### src/rtl/rr_mux_reg.sv
// rr_mux_reg: N-channel valid/ready multiplexer with round-robin or fixed
// channel selection, feeding a single registered output stage.
// One cycle of latency. Drain and refill can happen on the same edge, so
// the mux sustains one word per cycle.
module rr_mux_reg #(
    parameter int WIDTH    = 8,
    parameter int CHANNELS = 4,
    parameter int SEL_W    = 2
) (
    input  logic                        clk,
    input  logic                        rst_n,
    input  logic                        mode,
    input  logic [SEL_W-1:0]            sel_fixed,
    input  logic [CHANNELS*WIDTH-1:0]   in_data,
    input  logic [CHANNELS-1:0]         in_valid,
    output logic [CHANNELS-1:0]         in_ready,
    output logic [WIDTH-1:0]            out_data,
    output logic [SEL_W-1:0]            out_chan,
    output logic                        out_valid,
    input  logic                        out_ready
);

    // Output stage registers
    logic [WIDTH-1:0]    data_p1;
    logic [SEL_W-1:0]    chan_p1;
    logic                vld_p1;

    // Channel granted most recently in round-robin mode
    logic [SEL_W-1:0]    last_grant;

    // Selection stage (combinational)
    logic [CHANNELS-1:0] grant_p0;
    logic [SEL_W-1:0]    grant_idx_p0;
    logic [WIDTH-1:0]    data_p0;
    logic                can_accept_p0;
    logic                xfer_p0;

    // Convert a one-hot (or zero) grant vector into a channel index
    function automatic logic [SEL_W-1:0] onehot_idx(input logic [CHANNELS-1:0] oh);
        logic [SEL_W-1:0] idx;
        idx = '0;
        for (int i = 0; i < CHANNELS; i++) begin
            if (oh[i]) idx = SEL_W'(i);
        end
        return idx;
    endfunction

    // Output register has room when empty or being drained this cycle
    assign can_accept_p0 = !vld_p1 || out_ready;

    // Grant: fixed select, or first valid channel after last_grant (wrapping)
    always_comb begin
        logic             found;
        logic [SEL_W-1:0] idx;
        grant_p0 = '0;
        found    = 1'b0;
        idx      = '0;
        if (mode) begin
            // Out-of-range selects match no loop index, so nothing is granted
            for (int i = 0; i < CHANNELS; i++) begin
                if (sel_fixed == SEL_W'(i) && in_valid[i]) grant_p0[i] = 1'b1;
            end
        end else begin
            for (int k = 1; k <= CHANNELS; k++) begin
                idx = SEL_W'((int'(last_grant) + k) % CHANNELS);
                if (!found && in_valid[idx]) begin
                    grant_p0[idx] = 1'b1;
                    found         = 1'b1;
                end
            end
        end
    end

    // Data mux driven by the one-hot grant
    always_comb begin
        data_p0 = '0;
        for (int i = 0; i < CHANNELS; i++) begin
            if (grant_p0[i]) data_p0 = in_data[i*WIDTH +: WIDTH];
        end
    end

    assign grant_idx_p0 = onehot_idx(grant_p0);
    // Reset gating keeps all producers stalled while the block is held in reset
    assign in_ready     = (rst_n && can_accept_p0) ? grant_p0 : '0;
    assign xfer_p0      = |in_ready;

    // Output stage: load on transfer, clear valid on drain, hold otherwise
    always_ff @(posedge clk or negedge rst_n) begin
        if (!rst_n) begin
            data_p1    <= '0;
            chan_p1    <= '0;
            vld_p1     <= 1'b0;
            last_grant <= SEL_W'(CHANNELS - 1);
        end else begin
            if (xfer_p0) begin
                data_p1 <= data_p0;
                chan_p1 <= grant_idx_p0;
                vld_p1  <= 1'b1;
                if (!mode) last_grant <= grant_idx_p0;
            end else if (out_ready) begin
                vld_p1 <= 1'b0;
            end
        end
    end

    assign out_data  = data_p1;
    assign out_chan  = chan_p1;
    assign out_valid = vld_p1;

endmodule

### config.mk
export PLATFORM = sky130hd
export DESIGN_NAME = rr_mux_reg
export DESIGN_NICKNAME = d
export VERILOG_FILES = /design/src/rtl/rr_mux_reg.sv
export SDC_FILE = /design/constraint.sdc
export NUM_CORES = 1
export LEC_CHECK = 0
export ABC_AREA = 1
export CAP_MARGIN = 20
export CORE_MARGIN = 2
export CORE_UTILIZATION = 40
export DETAILED_ROUTE_END_ITERATION = 6
export PLACE_DENSITY_LB_ADDON = 0.3
export SYNTH_ARGS = -nofsm -noshare
export SYNTH_HDL_FRONTEND = slang
export SYNTH_SLANG_ARGS = --single-unit
### constraint.sdc
create_clock -name clk -period 2.8 [get_ports clk]
set_input_delay 0.56 -clock clk [delete_from_list [all_inputs] [get_ports clk]]
set_output_delay 0.56 -clock clk [all_outputs]
set_load 0.01 [all_outputs]
After elaboration in Yosys (flattened, before gate mapping)
Index checks and enable logic that the tools add are counted.
- flip-flop bits (word level): 13
- bits of input ports: 42
- output and inout port bits: 15
- add/sub/neg operators: 4
- magnitude comparators: 8
- eq/ne operators: 3
- muxes and demuxes: 44
- bitwise gates (word level): 4
- reductions and logical operators: 21
- operator list (operator ; number):
    4-bit two-way mux ; 9
    8-bit two-way mux ; 4
    1-bit two-way mux ; 21
    1-bit logical AND ; 12
    2-bit by 3-bit less-than comparator with 1-bit output (second input constant) ; 4
    4-bit bitwise OR ; 3
    1-bit binary-select mux with 2-bit select ; 4
    1-bit demux with 2-bit select ; 4
    2-bit by 1-bit >= comparator with 1-bit output (second input constant) ; 4
    2-bit by 1-bit adder with 2-bit output (second input constant) ; 2
    2-bit adder (second input constant) ; 2
    2-bit equality test (second input constant) ; 2
    1-bit logical NOT ; 4
    2-bit two-way mux ; 2
    4-bit OR reduction ; 1
    2-bit by 1-bit equality test with 1-bit output (second input constant) ; 1
    2-bit logical NOT ; 1
    2-bit AND reduction ; 1
    2-bit nonzero test ; 1
    1-bit logical OR ; 1
    1-bit NOT ; 1

Depth between registers and ports, before layout
- word-level depth: 21
- gate-level depth with buffers: 18

Worst setup path before layout
No wires, ideal clock.
- path kind: register -> output
- start point: register last_grant[0]
- end point: output in_ready[2]
- arrival time: 2253 ps
- data required time: 2240 ps
- slack: -13 ps
- cell stages (with the launch flop): 16
- buffers on the path: 2
- cells stage by stage: dfstp_2 > buf_6 > inv_6 > ha_1 > inv_1 > nand3_4 > nand2_4 > nand2_4 > nor2_4 > nand2_1 > nand3_1 > nand2_1 > nand2_1 > buf_4 > inv_2 > nor2_1
- longest elaborated chain between the ends: 18
- ends and longest elaborated chain (item ; line ; RTL):
    from (decl) ; 29 ; logic [SEL_W-1:0] last_grant;
    from (signal assigned) ; 93 ; last_grant <= SEL_W'(CHANNELS - 1);
    from (signal assigned) ; 99 ; if (!mode) last_grant <= grant_idx_p0;
    branches (longest 15 deep; another with 2-bit by 3-bit less-than comparator with 1-bit output) ; n/a ;
    4-bit two-way mux * ; 66 ; if (!found && in_valid[idx]) begin
    4-bit two-way mux * ; 58 ; if (mode) begin
    4-bit two-way mux * ; 84 ; assign in_ready = (rst_n && can_accept_p0) ? grant_p0 : '0;
    to (decl) ; 16 ; output logic [CHANNELS-1:0] in_ready,
Mark *: on every way between the ends. The select of a mux whose other input is x is not followed.

Final worst setup path
- start point: register last_grant[0]
- end point: output in_ready[1]
Same word-level chain as after synthesis.

==> key figures <==
Status
  – Status: completed

Power and ir drop
  – Worst vdd ir: 446 uV
  – Total internal power: 1.11 mW
  – Pwr/cell area: 908 mW/mm2
  – Switching pwr: 1.04 mW
  – Sequential power share: 0.156
  – Switching share of power: 0.485
  – Clock power frac: 0.077
  – Comb power frac: 0.767
  – Total power: roughly 2.1 mW
  – Leak pwr: 1.22 nW

Setup path
  – WS Path Type: reg2out
  – Worst path required time: 2.24 ns
  – Reg2reg path depth: 17
  – WP data arrival: 2.12 ns
  – Crit-path max FO: 4
  – Startpoint types: flip-flop
  – Reg2Reg Setup Slack: 0.27 ns
  – R2R Path End: out_data[2]
  – Worst reg2reg path startpoint: last_grant[0]
  – Endpoint class of the critical path: primary output

Floorplanning
  – Die Span Y: around 66 um
  – Initial Utilization: 0.416
  – Core Area: 0.00366 mm2
  – Die area: about 0.0043 mm2
  – Die Width: about 66 um
  – Number of core rows: 22
  – I/O pin total: 57

STA
  – RSZ-0062 raised after global routing: true
  – Max Slew Vio Count: 0
  – Clk_skew: 0.00416 ns
  – Slew Limit Headroom: 0.806
  – Hold Vio Cnt, Final: 0
  – Max Clock Freq: 0.374 GHz
  – Final setup vio count: 0
  – TNS Setup: 0 ns
  – Post-layout min period: 2.68 ns
  – Final period util: 0.956
  – Post-route worst setup slack: 0.124 ns
  – Worst-margin pin slew: about 0.29 ns

Job
  – Max-Cap Viols: 0

Global routing
  – Initial antenna violation count: 0
  – Vias in the first global route: 1650
  – All-Layer GR Usage: 0.215
  – Total gr overflow: 0
  – First-pass GRT wire length: 7310 um
  – Largest net degree at the start of global routing: 14

Routing
  – DR WL/cell: 12.0 um
  – Final ANT Viol Nets: 0
  – Initial drt markers: 70
  – Routed Wire Length: 4210 um
  – TritonRoute pass-1 iters: 4
  – Vias post-DR: roughly 1.7k
  – Via density: 4.87
  – # DRC: 0

Worst hold path
  – Hold Crit Start: out_chan[1]
  – WHS Path Cells: 2
  – Min-Delay Path Class: reg2reg
  – Hold worst-path end: out_chan[1]

Place
  – Placed cell count: 346
  – Pre-CTS setup slack: -0.343 ns
  – IO Port Bufs: 56
  – Post-DP HPWL: 3340 um
  – Routability congestion estimate: 0.982

Final layout
  – Area of the multi-input gates: 0.00108 mm2
  – Register Area: 328 um2
  – Non-filler cells, final: 352
  – ANT cells: 0
  – Share of layout cells above drive strength 1: 0.253
  – Layout net count: between 300 and 400
  – Fill cells: 347
  – P&R area growth vs syn: 55.3%

Yosys
  – Mapped Avg Cell Area: roughly 6.8 um2
  – Sequential fraction of the synthesis area: 0.215
  – Most used DFF post-synth: dfrtp_1
  – Syn Inst Count: roughly 220
  – Number of synthesized register bits: 13
  – Synthesized area: about 0.0015 mm2
  – Unique masters post-synth: 28
  – Synth area leader: dfrtp_1
  – Asr flop ratio synth: 1.00
  – Mapped Nets: between 200 and 300
  – Post-synth top cells: nand2_1 (68), nand3_1 (53), inv_1 (20)
  – Top cells by area, synth: dfrtp_1 (18%), nand3_1 (17%), nand2_1 (17%), ha_1 (6.6%), nand2_4 (5.9%)
  – Share of the synthesized area in the top cell type: 0.181
  – Count leader, synth: nand2_1
  – Post-synth EDFFs: 0
  – Synth warn: 0

Clocking
  – Hold_buf cts: 0
  – H-tree depth: 1
  – Longest Clk Path Bufs: 2
  – Clock transition at path regs: 0.05 ns
  – CTS Sinks: 13
  – CTS root buf: clkbuf_8
  – Clk_lat worst skew: ~0.24 ns
  – Total CTS buffers: 3
  – CTS tree: yes
## worst max-delay path, cell delays in order, from the launching register on
cell,delay (ns)
dfstp_2,0.56
inv_6,0.04
ha_4,0.29
inv_4,0.04
nand3_4,0.08
nand2_4,0.08
buf_12,0.13
nand3_2,0.07
nand2_1,0.05
inv_1,0.06
nand3_2,0.10
nand2_4,0.08
nand2_4,0.05
inv_2,0.06
nor2_2,0.03
buf_2,0.13
## how the worst max path moves through the flow
stage,from,endpoint,slack [ns],cells after the start
after floorplan,last_grant[0],in_ready[3],0.008,15
after global placement,in_valid[3],in_ready[1],-0.30,13
after detailed placement,in_valid[3],in_ready[3],-0.34,14
after CTS,last_grant[0],in_ready[0],0.005,12
after global routing,last_grant[0],in_ready[2],-0.001,13
final,last_grant[0],in_ready[1],0.12,15
## logic make-up (layout without fill, tap and decap cells)
family                     after synthesis  after routing  share of synthesized area
AOI/OAI and AO/OA                       14             14                     0.0608
adders and majority gates                8              8                     0.0657
buffers and inverters                   30            110                     0.0994
DFF                                     13             13                      0.215
and+or+nand+nor                        159            159                      0.559
## through the flow
stage                     instance area [um2]   util  hold WS (ns)
final                                    2360  0.646         0.482
after detailed placement                 2270  0.619         0.468
after global placement                   2270  0.619         0.459
after global routing                     2360  0.646         0.498
after floorplan                          1530      -         0.264
after CTS                                2330  0.636         0.480
## registers in the layout, indices dropped and copies added (netlist names)
register / cells
out_valid: 1
last_grant: 2
out_data: 8
out_chan: 2
## per-layer routing
layer  vias to the layer above  share of wire  track usage
li1                        880              -            -
met1                       763           0.40        0.266
met2                        65           0.52        0.383
met3                         6          0.063       0.0462
met4                         0          0.012       0.0417
met5                         -              0            0
## layout by cell type (no fill, tap or decap), types with 2 or more instances in the layout
| cell | synthesis | layout |
|---|---|---|
| nand3_2 | 1 | 2 |
| dfstp_2 | 2 | 2 |
| nor2_2 | 0 | 2 |
| clkdlybuf4s50_1 | 0 | 48 |
| buf_2 | 0 | 3 |
| nor2_1 | 5 | 3 |
| nand3_4 | 3 | 3 |
| nand2_2 | 8 | 12 |
| or2_0 | 5 | 5 |
| nand3_1 | 53 | 52 |
| o21ai_0 | 2 | 2 |
| or2_1 | 3 | 3 |
| buf_4 | 1 | 24 |
| dfrtp_1 | 11 | 11 |
| inv_2 | 3 | 5 |
| nand2_1 | 68 | 64 |
| clkbuf_8 | 0 | 3 |
| ha_1 | 8 | 7 |
| dlymetal6s2s_1 | 0 | 3 |
| a21oi_1 | 8 | 8 |
| nand2_4 | 8 | 8 |
| nor2_4 | 2 | 2 |
| inv_1 | 20 | 17 |
## repair_timing
| action | in CTS | in global routing |
|---|---|---|
| pin swaps | 2 | 8 |
| setup endpoints to repair | 4 | 4 |
| resized for setup | 17 | 16 |
| buffers inserted | 1 | 1 |
## final cells by class
cell class / instances / share of cell area
inverter: 25 / 0.0429
sequential: 13 / 0.139
clock buffer: 3 / 0.0175
clock inverter: 1 / 0.00212
timing repair buffer: 81 / 0.319
multi-input combinational: 181 / 0.455
tap: 48 / 0.0254
## power groups by stage
stage               logic [mW]  clock network (mW)  registers, mW
floorplan                0.991                   0          0.372
global placement          1.51                   0          0.332
detailed placement        1.54                   0          0.334
CTS                       1.60               0.168          0.335
global route              1.81               0.182          0.345
finish                    1.65               0.165          0.335
No activity file was read; power rests on OpenSTA's default activity.
